--- config.mk ---
export PLATFORM = sky130hd
export DESIGN_NAME = phased_array_burst_sequencer_flat
export DESIGN_NICKNAME = d
export VERILOG_FILES = /design/src/rtl/phased_array_burst_sequencer_if.sv /design/src/rtl/phased_array_burst_sequencer.sv /design/src/flat_wrapper.sv
export SDC_FILE = /design/constraint.sdc
export NUM_CORES = 2
export LEC_CHECK = 0
export ABC_CLOCK_PERIOD_IN_PS = 4570
export CAP_MARGIN = 20
export CORE_MARGIN = 1
export CORE_UTILIZATION = 55
export DETAILED_ROUTE_END_ITERATION = 8
export DONT_BUFFER_PORTS = 1
export MAX_ROUTING_LAYER = met4
export PLACE_DENSITY = 0.7
export SKIP_LAST_GASP = 1
export SYNTH_ARGS = -nofsm -noshare
export SYNTH_HDL_FRONTEND = slang
export SYNTH_SLANG_ARGS = --single-unit
--- constraint.sdc ---
create_clock -name clk24 -period 4.57 [get_ports clk24]
set_clock_uncertainty 0.15 [all_clocks]
set_input_delay 0.2285 -clock clk24 [delete_from_list [all_inputs] [get_ports clk24]]
set_output_delay 0.2285 -clock clk24 [all_outputs]
set_load 0.01 [all_outputs]
--- src/rtl/phased_array_burst_sequencer_if.sv ---
// Host-side bundle for the burst sequencer: delay-table config, burst control and speaker drive.
// Latency: none (pure signal bundle).
// Backpressure: none; start/cfg are level-sampled and silently dropped when the sequencer is busy.
interface phased_array_burst_sequencer_if #(
    parameter int NUM_CH  = 37,
    parameter int DELAY_W = 10
);
    logic                cfg_we;
    logic [5:0]          cfg_addr;
    logic [DELAY_W-1:0]  cfg_data;
    logic                start;
    logic                abort;
    logic                busy;
    logic                listening;
    logic                done;
    logic [NUM_CH-1:0]   speakers;

    // Host / config side
    modport master (
        output cfg_we, cfg_addr, cfg_data, start, abort,
        input  busy, listening, done, speakers
    );

    // Sequencer side
    modport slave (
        input  cfg_we, cfg_addr, cfg_data, start, abort,
        output busy, listening, done, speakers
    );
endinterface

--- src/rtl/phased_array_burst_sequencer.sv ---
// Fires one steered 40 kHz burst on every speaker channel, then holds a listen window and pulses done.
// Latency: channel i rises d_i+1 edges after the edge sampling start; done one cycle after the last LISTEN cycle.
// Backpressure: none; start and config writes are ignored while busy, abort returns to IDLE on the next edge.
module phased_array_burst_sequencer #(
    parameter int NUM_CH        = 37,
    parameter int DELAY_W       = 10,
    parameter int HALF_PERIOD   = 300,
    parameter int BURST_CYCLES  = 8,
    parameter int LISTEN_CYCLES = 24000
) (
    input  logic                          clk24,
    input  logic                          rst_n,
    phased_array_burst_sequencer_if.slave bus
);

    localparam int MAX_DELAY = (1 << DELAY_W) - 1;
    localparam int BURST_LEN = BURST_CYCLES * 2 * HALF_PERIOD;
    // FIRE lasts long enough for the largest possible delay to finish its burst.
    localparam int FIRE_LAST = MAX_DELAY + BURST_LEN - 1;
    localparam int T_W       = $clog2(FIRE_LAST + 1);
    localparam int PH_W      = (HALF_PERIOD > 1) ? $clog2(HALF_PERIOD) : 1;
    localparam int HALVES    = 2 * BURST_CYCLES;
    localparam int HN_W      = $clog2(HALVES + 1);
    localparam int LC_W      = (LISTEN_CYCLES > 1) ? $clog2(LISTEN_CYCLES) : 1;

    localparam logic [T_W-1:0]  T_LAST   = T_W'(FIRE_LAST);
    localparam logic [PH_W-1:0] PH_LAST  = PH_W'(HALF_PERIOD - 1);
    // Half-period index value meaning "channel not emitting" (before its delay or after its last pulse).
    localparam logic [HN_W-1:0] HN_DONE  = HN_W'(HALVES);
    localparam logic [LC_W-1:0] LC_LAST  = LC_W'(LISTEN_CYCLES - 1);
    localparam logic [5:0]      ADDR_LIM = 6'(NUM_CH);

    typedef enum logic [1:0] {
        S_IDLE   = 2'd0,
        S_FIRE   = 2'd1,
        S_LISTEN = 2'd2
    } state_t;

    state_t              state;
    logic [T_W-1:0]      t;
    logic [LC_W-1:0]     lc;
    logic                busy_q;
    logic                listening_q;
    logic                done_q;

    logic [DELAY_W-1:0]  dly [NUM_CH];
    logic                cfg_ok;

    // Per-channel carrier position: ph = clocks into the current half period, hn = half-period index.
    logic [PH_W-1:0]     ph_q [NUM_CH];
    logic [HN_W-1:0]     hn_q [NUM_CH];
    logic [PH_W-1:0]     ph_d [NUM_CH];
    logic [HN_W-1:0]     hn_d [NUM_CH];
    logic [NUM_CH-1:0]   spk_d;
    logic [NUM_CH-1:0]   spk_q;

    assign bus.busy      = busy_q;
    assign bus.listening = listening_q;
    assign bus.done      = done_q;
    assign bus.speakers  = spk_q;

    // Table writes only land in IDLE so the delays cannot move under a running burst.
    assign cfg_ok = (state == S_IDLE) && bus.cfg_we && (bus.cfg_addr < ADDR_LIM);

    // Burst control FSM: IDLE -> FIRE (t counts) -> LISTEN (lc counts) -> IDLE with done.
    always_ff @(posedge clk24 or negedge rst_n) begin
        if (!rst_n) begin
            state       <= S_IDLE;
            t           <= '0;
            lc          <= '0;
            busy_q      <= 1'b0;
            listening_q <= 1'b0;
            done_q      <= 1'b0;
        end else begin
            done_q <= 1'b0;
            case (state)
                S_IDLE: begin
                    t  <= '0;
                    lc <= '0;
                    // abort wins over a simultaneous start
                    if (bus.start && !bus.abort) begin
                        state  <= S_FIRE;
                        busy_q <= 1'b1;
                    end
                end
                S_FIRE: begin
                    if (bus.abort) begin
                        state  <= S_IDLE;
                        busy_q <= 1'b0;
                        t      <= '0;
                    end else if (t == T_LAST) begin
                        state       <= S_LISTEN;
                        listening_q <= 1'b1;
                        t           <= '0;
                    end else begin
                        t <= t + 1'b1;
                    end
                end
                S_LISTEN: begin
                    if (bus.abort) begin
                        state       <= S_IDLE;
                        busy_q      <= 1'b0;
                        listening_q <= 1'b0;
                        lc          <= '0;
                    end else if (lc == LC_LAST) begin
                        state       <= S_IDLE;
                        busy_q      <= 1'b0;
                        listening_q <= 1'b0;
                        done_q      <= 1'b1;
                        lc          <= '0;
                    end else begin
                        lc <= lc + 1'b1;
                    end
                end
                default: begin
                    state       <= S_IDLE;
                    busy_q      <= 1'b0;
                    listening_q <= 1'b0;
                    t           <= '0;
                    lc          <= '0;
                end
            endcase
        end
    end

    // Steering-delay table; a write in the start cycle is visible at t=0 of that burst.
    always_ff @(posedge clk24 or negedge rst_n) begin
        if (!rst_n) begin
            for (int i = 0; i < NUM_CH; i++) begin
                dly[i] <= '0;
            end
        end else if (cfg_ok) begin
            dly[bus.cfg_addr] <= bus.cfg_data;
        end
    end

    // Next carrier state per channel: launch when t reaches the channel delay, then walk
    // through HALVES half periods, driving high on the even ones.
    always_comb begin
        logic [PH_W-1:0] cur_ph;
        logic [HN_W-1:0] cur_hn;
        for (int i = 0; i < NUM_CH; i++) begin
            ph_d[i]  = '0;
            hn_d[i]  = HN_DONE;
            spk_d[i] = 1'b0;
            cur_ph   = ph_q[i];
            cur_hn   = hn_q[i];
            if (t == T_W'(dly[i])) begin
                cur_ph = '0;
                cur_hn = '0;
            end
            if ((state == S_FIRE) && !bus.abort && (cur_hn != HN_DONE)) begin
                spk_d[i] = ~cur_hn[0];
                if (cur_ph == PH_LAST) begin
                    ph_d[i] = '0;
                    hn_d[i] = cur_hn + 1'b1;
                end else begin
                    ph_d[i] = cur_ph + 1'b1;
                    hn_d[i] = cur_hn;
                end
            end
        end
    end

    // Register the speaker drive and carrier counters; everything idles outside FIRE.
    always_ff @(posedge clk24 or negedge rst_n) begin
        if (!rst_n) begin
            spk_q <= '0;
            for (int i = 0; i < NUM_CH; i++) begin
                ph_q[i] <= '0;
                hn_q[i] <= HN_DONE;
            end
        end else begin
            spk_q <= spk_d;
            for (int i = 0; i < NUM_CH; i++) begin
                ph_q[i] <= ph_d[i];
                hn_q[i] <= hn_d[i];
            end
        end
    end

endmodule

--- src/flat_wrapper.sv ---
// flat-port wrapper written by rule: the top's interface ports become plain ports
module phased_array_burst_sequencer_flat 
#(
    parameter int NUM_CH        = 37,
    parameter int DELAY_W       = 10,
    parameter int HALF_PERIOD   = 300,
    parameter int BURST_CYCLES  = 8,
    parameter int LISTEN_CYCLES = 24000
)
  (clk24, rst_n, bus_cfg_we, bus_cfg_addr, bus_cfg_data, bus_start, bus_abort, bus_busy, bus_listening, bus_done, bus_speakers);
  phased_array_burst_sequencer_if #(.NUM_CH(NUM_CH), .DELAY_W(DELAY_W)) bus_i ();
  input  logic clk24;
  input  logic rst_n;
  input wire logic [$bits(bus_i.cfg_we)-1:0] bus_cfg_we;
  input wire logic [$bits(bus_i.cfg_addr)-1:0] bus_cfg_addr;
  input wire logic [$bits(bus_i.cfg_data)-1:0] bus_cfg_data;
  input wire logic [$bits(bus_i.start)-1:0] bus_start;
  input wire logic [$bits(bus_i.abort)-1:0] bus_abort;
  output wire logic [$bits(bus_i.busy)-1:0] bus_busy;
  output wire logic [$bits(bus_i.listening)-1:0] bus_listening;
  output wire logic [$bits(bus_i.done)-1:0] bus_done;
  output wire logic [$bits(bus_i.speakers)-1:0] bus_speakers;
  assign bus_i.cfg_we = bus_cfg_we;
  assign bus_i.cfg_addr = bus_cfg_addr;
  assign bus_i.cfg_data = bus_cfg_data;
  assign bus_i.start = bus_start;
  assign bus_i.abort = bus_abort;
  assign bus_busy = bus_i.busy;
  assign bus_listening = bus_i.listening;
  assign bus_done = bus_i.done;
  assign bus_speakers = bus_i.speakers;
  phased_array_burst_sequencer #(.NUM_CH(NUM_CH), .DELAY_W(DELAY_W), .HALF_PERIOD(HALF_PERIOD), .BURST_CYCLES(BURST_CYCLES), .LISTEN_CYCLES(LISTEN_CYCLES)) u_core (.clk24(clk24), .rst_n(rst_n), .bus(bus_i));
endmodule
==> impl_metrics.csv <==
group,metric,value,unit
route,drc,0,
timing,period_minus_slack,4.11,ns
critical_path,worst-r2r-cell-count,6,
power,seqPwrFrac,0.460,
clock_network,clkTransAtPathRegs,0.06,ns
critical_path,path_common_cell,"dlygate4sd3_1",
clock_network,cts.htree.levels,3,
cells_and_area,syn2layout_area_growth,11.6,%
critical_path,crit_slowest_cell,"dlygate4sd3_1",
cells_and_area,fillCellCount,6990,
floorplan,start_util,0.555,
yosys,avgSynthCellArea,10.6,um2
critical_path,cp.arrival,4.52,ns
clock_network,cts-root-buf,"clkbuf_16",
cells_and_area,num_antenna_cells,0,
yosys,ys_seq_area_frac,0.491,
power,pwr-share-clk,0.427,
timing,grt_setup_unrepaired,"false",
critical_path,cp_cell_sequence,"or4b_2 > nor3_4 > dlygate4sd3_1 > nand2_2 > mux2_1 > dlygate4sd3_1",
critical_path,cp-end-kind,"register",
floorplan,num_io_pins,61,
yosys,synthesis.nets,4751,
critical_path,crit_path_end,"u_core.dly[354]$_DFFE_PN0P_",
global_routing,grt_max_degree,959,
placed_design,placed_cells,5648,
critical_path,max_stage_delay,1.09,ns
cells_and_area,final_nets,4771,
power,finalPower,20.1,mW
clock_network,cts_tree,"done",
timing,maxSlewHeadroom,-0.00495,
critical_path,crit_required,4.97,ns
power,p_int,15.0,mW
cells_and_area,mostFrequentLayoutCells,"dfrtp_1 (911), nor2_1 (596), xnor2_1 (387)",
yosys,async_reset_ff_frac,1.00,
clock_network,clockBufferDepth,3,
placed_design,routabilityCongestion,0.816,
global_routing,overflow,0,
global_routing,grt_pass1_wl,175,mm
placed_design,placed_cell_area,50400,um2
yosys,synth_flop_cell,"dfrtp_1",
yosys,yosys_register_bits,958,
critical_path,crit_fanout,12,
power,swShare,0.254,
power,p_sw,5.11,mW
yosys,synth_area,48900,um2
critical_path,crit_type,"reg -> reg",
route,dr.pass1.iters,7,
critical_path,critPathLaunchType,"register",
run,cap_violations,0,
yosys,synth.largest_area_cell,"dfrtp_1",
route,vias,33100,
yosys,synth_cells,4616,
yosys,synthDistinctLibCells,63,
floorplan,dieArea,90200,um2
timing,setup_tns,0,ns
critical_path,ff2ff_setup_slack,0.46,ns
floorplan,die_w,300,um
timing,finalSetupViolCount,0,
power,leakage,24.6,nW
cells_and_area,drive_gt1_frac,0.156,
clock_network,postCtsSetupBuffers,0,
critical_path,startpoint,"u_core.state[0]$_DFFE_PN0P_",
route,viasPerCell,5.62,
clock_network,cts_made_buffers,102,
route,wl_per_cell,17.9,um
yosys,synth_edf_count,0,
global_routing,gr-usage-all-layers,0.245,
timing,max_freq,243,MHz
route,drtIter0Drc,2263,
route,wl,106,mm
placed_design,port_buffers,0,
power,vdd_ir_drop_max,336,uV
global_routing,grt_pass1_vias,33000,
outcome,outcome,"complete, but fails checks",
cells_and_area,finalInstanceArea,54600,um2
yosys,synth_top_area_frac,0.471,
yosys,ys_warn_count,0,
cells_and_area,fin_cells,5890,
clock_network,clock-sinks,958,
critical_path,timing.rr.end,"u_core.dly[354]$_DFFE_PN0P_",
power,combPwrFrac,0.113,
timing,hold_viol,0,
critical_path,regToRegStartpoint,"u_core.state[0]$_DFFE_PN0P_",
timing,slew_viol_final,67,
placed_design,dp_hpwl,63.5,mm
floorplan,core_area,88200,um2
floorplan,num_rows,109,
timing,period_share,0.900,
power,power.density,369,nW/um2
route,ant_nets,0,
clock_network,clkLatencyLatePin,0.67,ns
cells_and_area,final_common_cell,"dfrtp_1",
global_routing,grt_antenna_before_repair,0,
timing,worst_slew_pin_slew,1.51,ns
clock_network,cts_resized,0,
yosys,synthTopCellsByArea,"dfrtp_1 (47%), mux2_2 (8.4%), xnor2_1 (6.9%)",
floorplan,die_h,300,um
outcome,violations,"slew limit",
worst_hold_path,hp-class,"in -> reg",
==> stage by stage <==
step	utilization	hold slack, ns	setup slack, ns
finish	0.619	0.0566	0.456
global placement	0.571	-0.158	0.869
detailed placement	0.571	-0.156	0.787
floorplan	-	-0.217	0.980
CTS	0.618	-0.882	0.547
global route	0.619	0.0555	0.386
==> sequential cells by signal, summed over array words and instances, names as in the netlist <==
register and count:
u_core.bus.busy 1, u_core.bus.done 1, u_core.bus.listening 1, u_core.bus.speakers 37
u_core.dly 370, u_core.hn_q 185, u_core.lc 15, u_core.ph_q 333
u_core.state 2, u_core.t 13
==> layer usage <==
metal  share of wire  global-route usage  up-vias
li1                -                   -    15800
met1            0.46               0.335    16600
met2            0.47               0.386      554
met3           0.043              0.0345      161
met4           0.021              0.0635        0
met5               0                   -        -
==> logic make-up after synthesis <==
kind of cell               synth area share
xor gates and xnor gates              0.133
muxes                                0.0955
buffers and inverters                0.0253
DFF                                   0.491
adders and majority gates            0.0291
and+or+nand+nor                       0.197
AOI/OAI and AO/OA                    0.0296
==> layout make-up <==
class                           count  area (um2)  share of cell area
Clock buffer                      161        3070              0.0563
Clock inverter                     32         449             0.00822
Inverter                           93         349             0.00639
Multi-Input combinational cell   3351       23800               0.435
Sequential cell                   958       24000               0.440
Tap cell                         1165        1460              0.0267
Timing Repair Buffer              130        1480              0.0270
==> worst max-delay path, delay by kind of cell (launching register included) <==
family | cells | cell delay (ns)
DFF | 1 | 0.50
muxes | 1 | 0.40
and+or+nand+nor | 3 | 1.28
buffers and inverters | 2 | 1.66
==> power groups by stage <==
stage	sequential, mW	combinational (mW)	clock [mW]
2_1_floorplan	9.32	1.52	0
3_3_place_gp	9.40	1.91	0
3_5_place_dp	9.41	1.95	0
4_1_cts	9.26	2.10	8.81
5_1_grt	9.31	2.51	9.17
6_report	9.27	2.27	8.61
==> timing repair <==
| item | in CTS | in global routing |
|---|---|---|
| hold buffers | 44 | 1 |
| setup endpoints to repair | 0 | 0 |
| endpoints found under the hold margin | 1452 | 216 |
==> cell usage after synthesis, drive strengths merged, types with 37 or more instances <==
cell type  number
dfrtp         921
nor2          596
xnor2         387
mux2          370
xor2          356
nand2         240
nand3         212
nor3          151
nand4         148
nor2b         138
clkbuf        131
ha            114
inv            93
buf            83
and3           79
a21oi          56
nand2b         52
mux2i          51
and2           46
nor4           45
dfstp          37
==> worst min path at each step <==
stage	startpoint	to	cells after the start
finish	bus_cfg_addr[0]	u_core.dly[280]$_DFFE_PN0P_	4
floorplan	rst_n	u_core.bus.busy$_DFFE_PN0P_	0
CTS	rst_n	u_core.ph_q[105]$_DFF_PN0_	0
detailed placement	rst_n	u_core.ph_q[6]$_DFF_PN0_	0
global placement	rst_n	u_core.ph_q[7]$_DFF_PN0_	0
global route	bus_cfg_addr[0]	u_core.dly[363]$_DFFE_PN0P_	4
(Power assumes the default switching activity.)
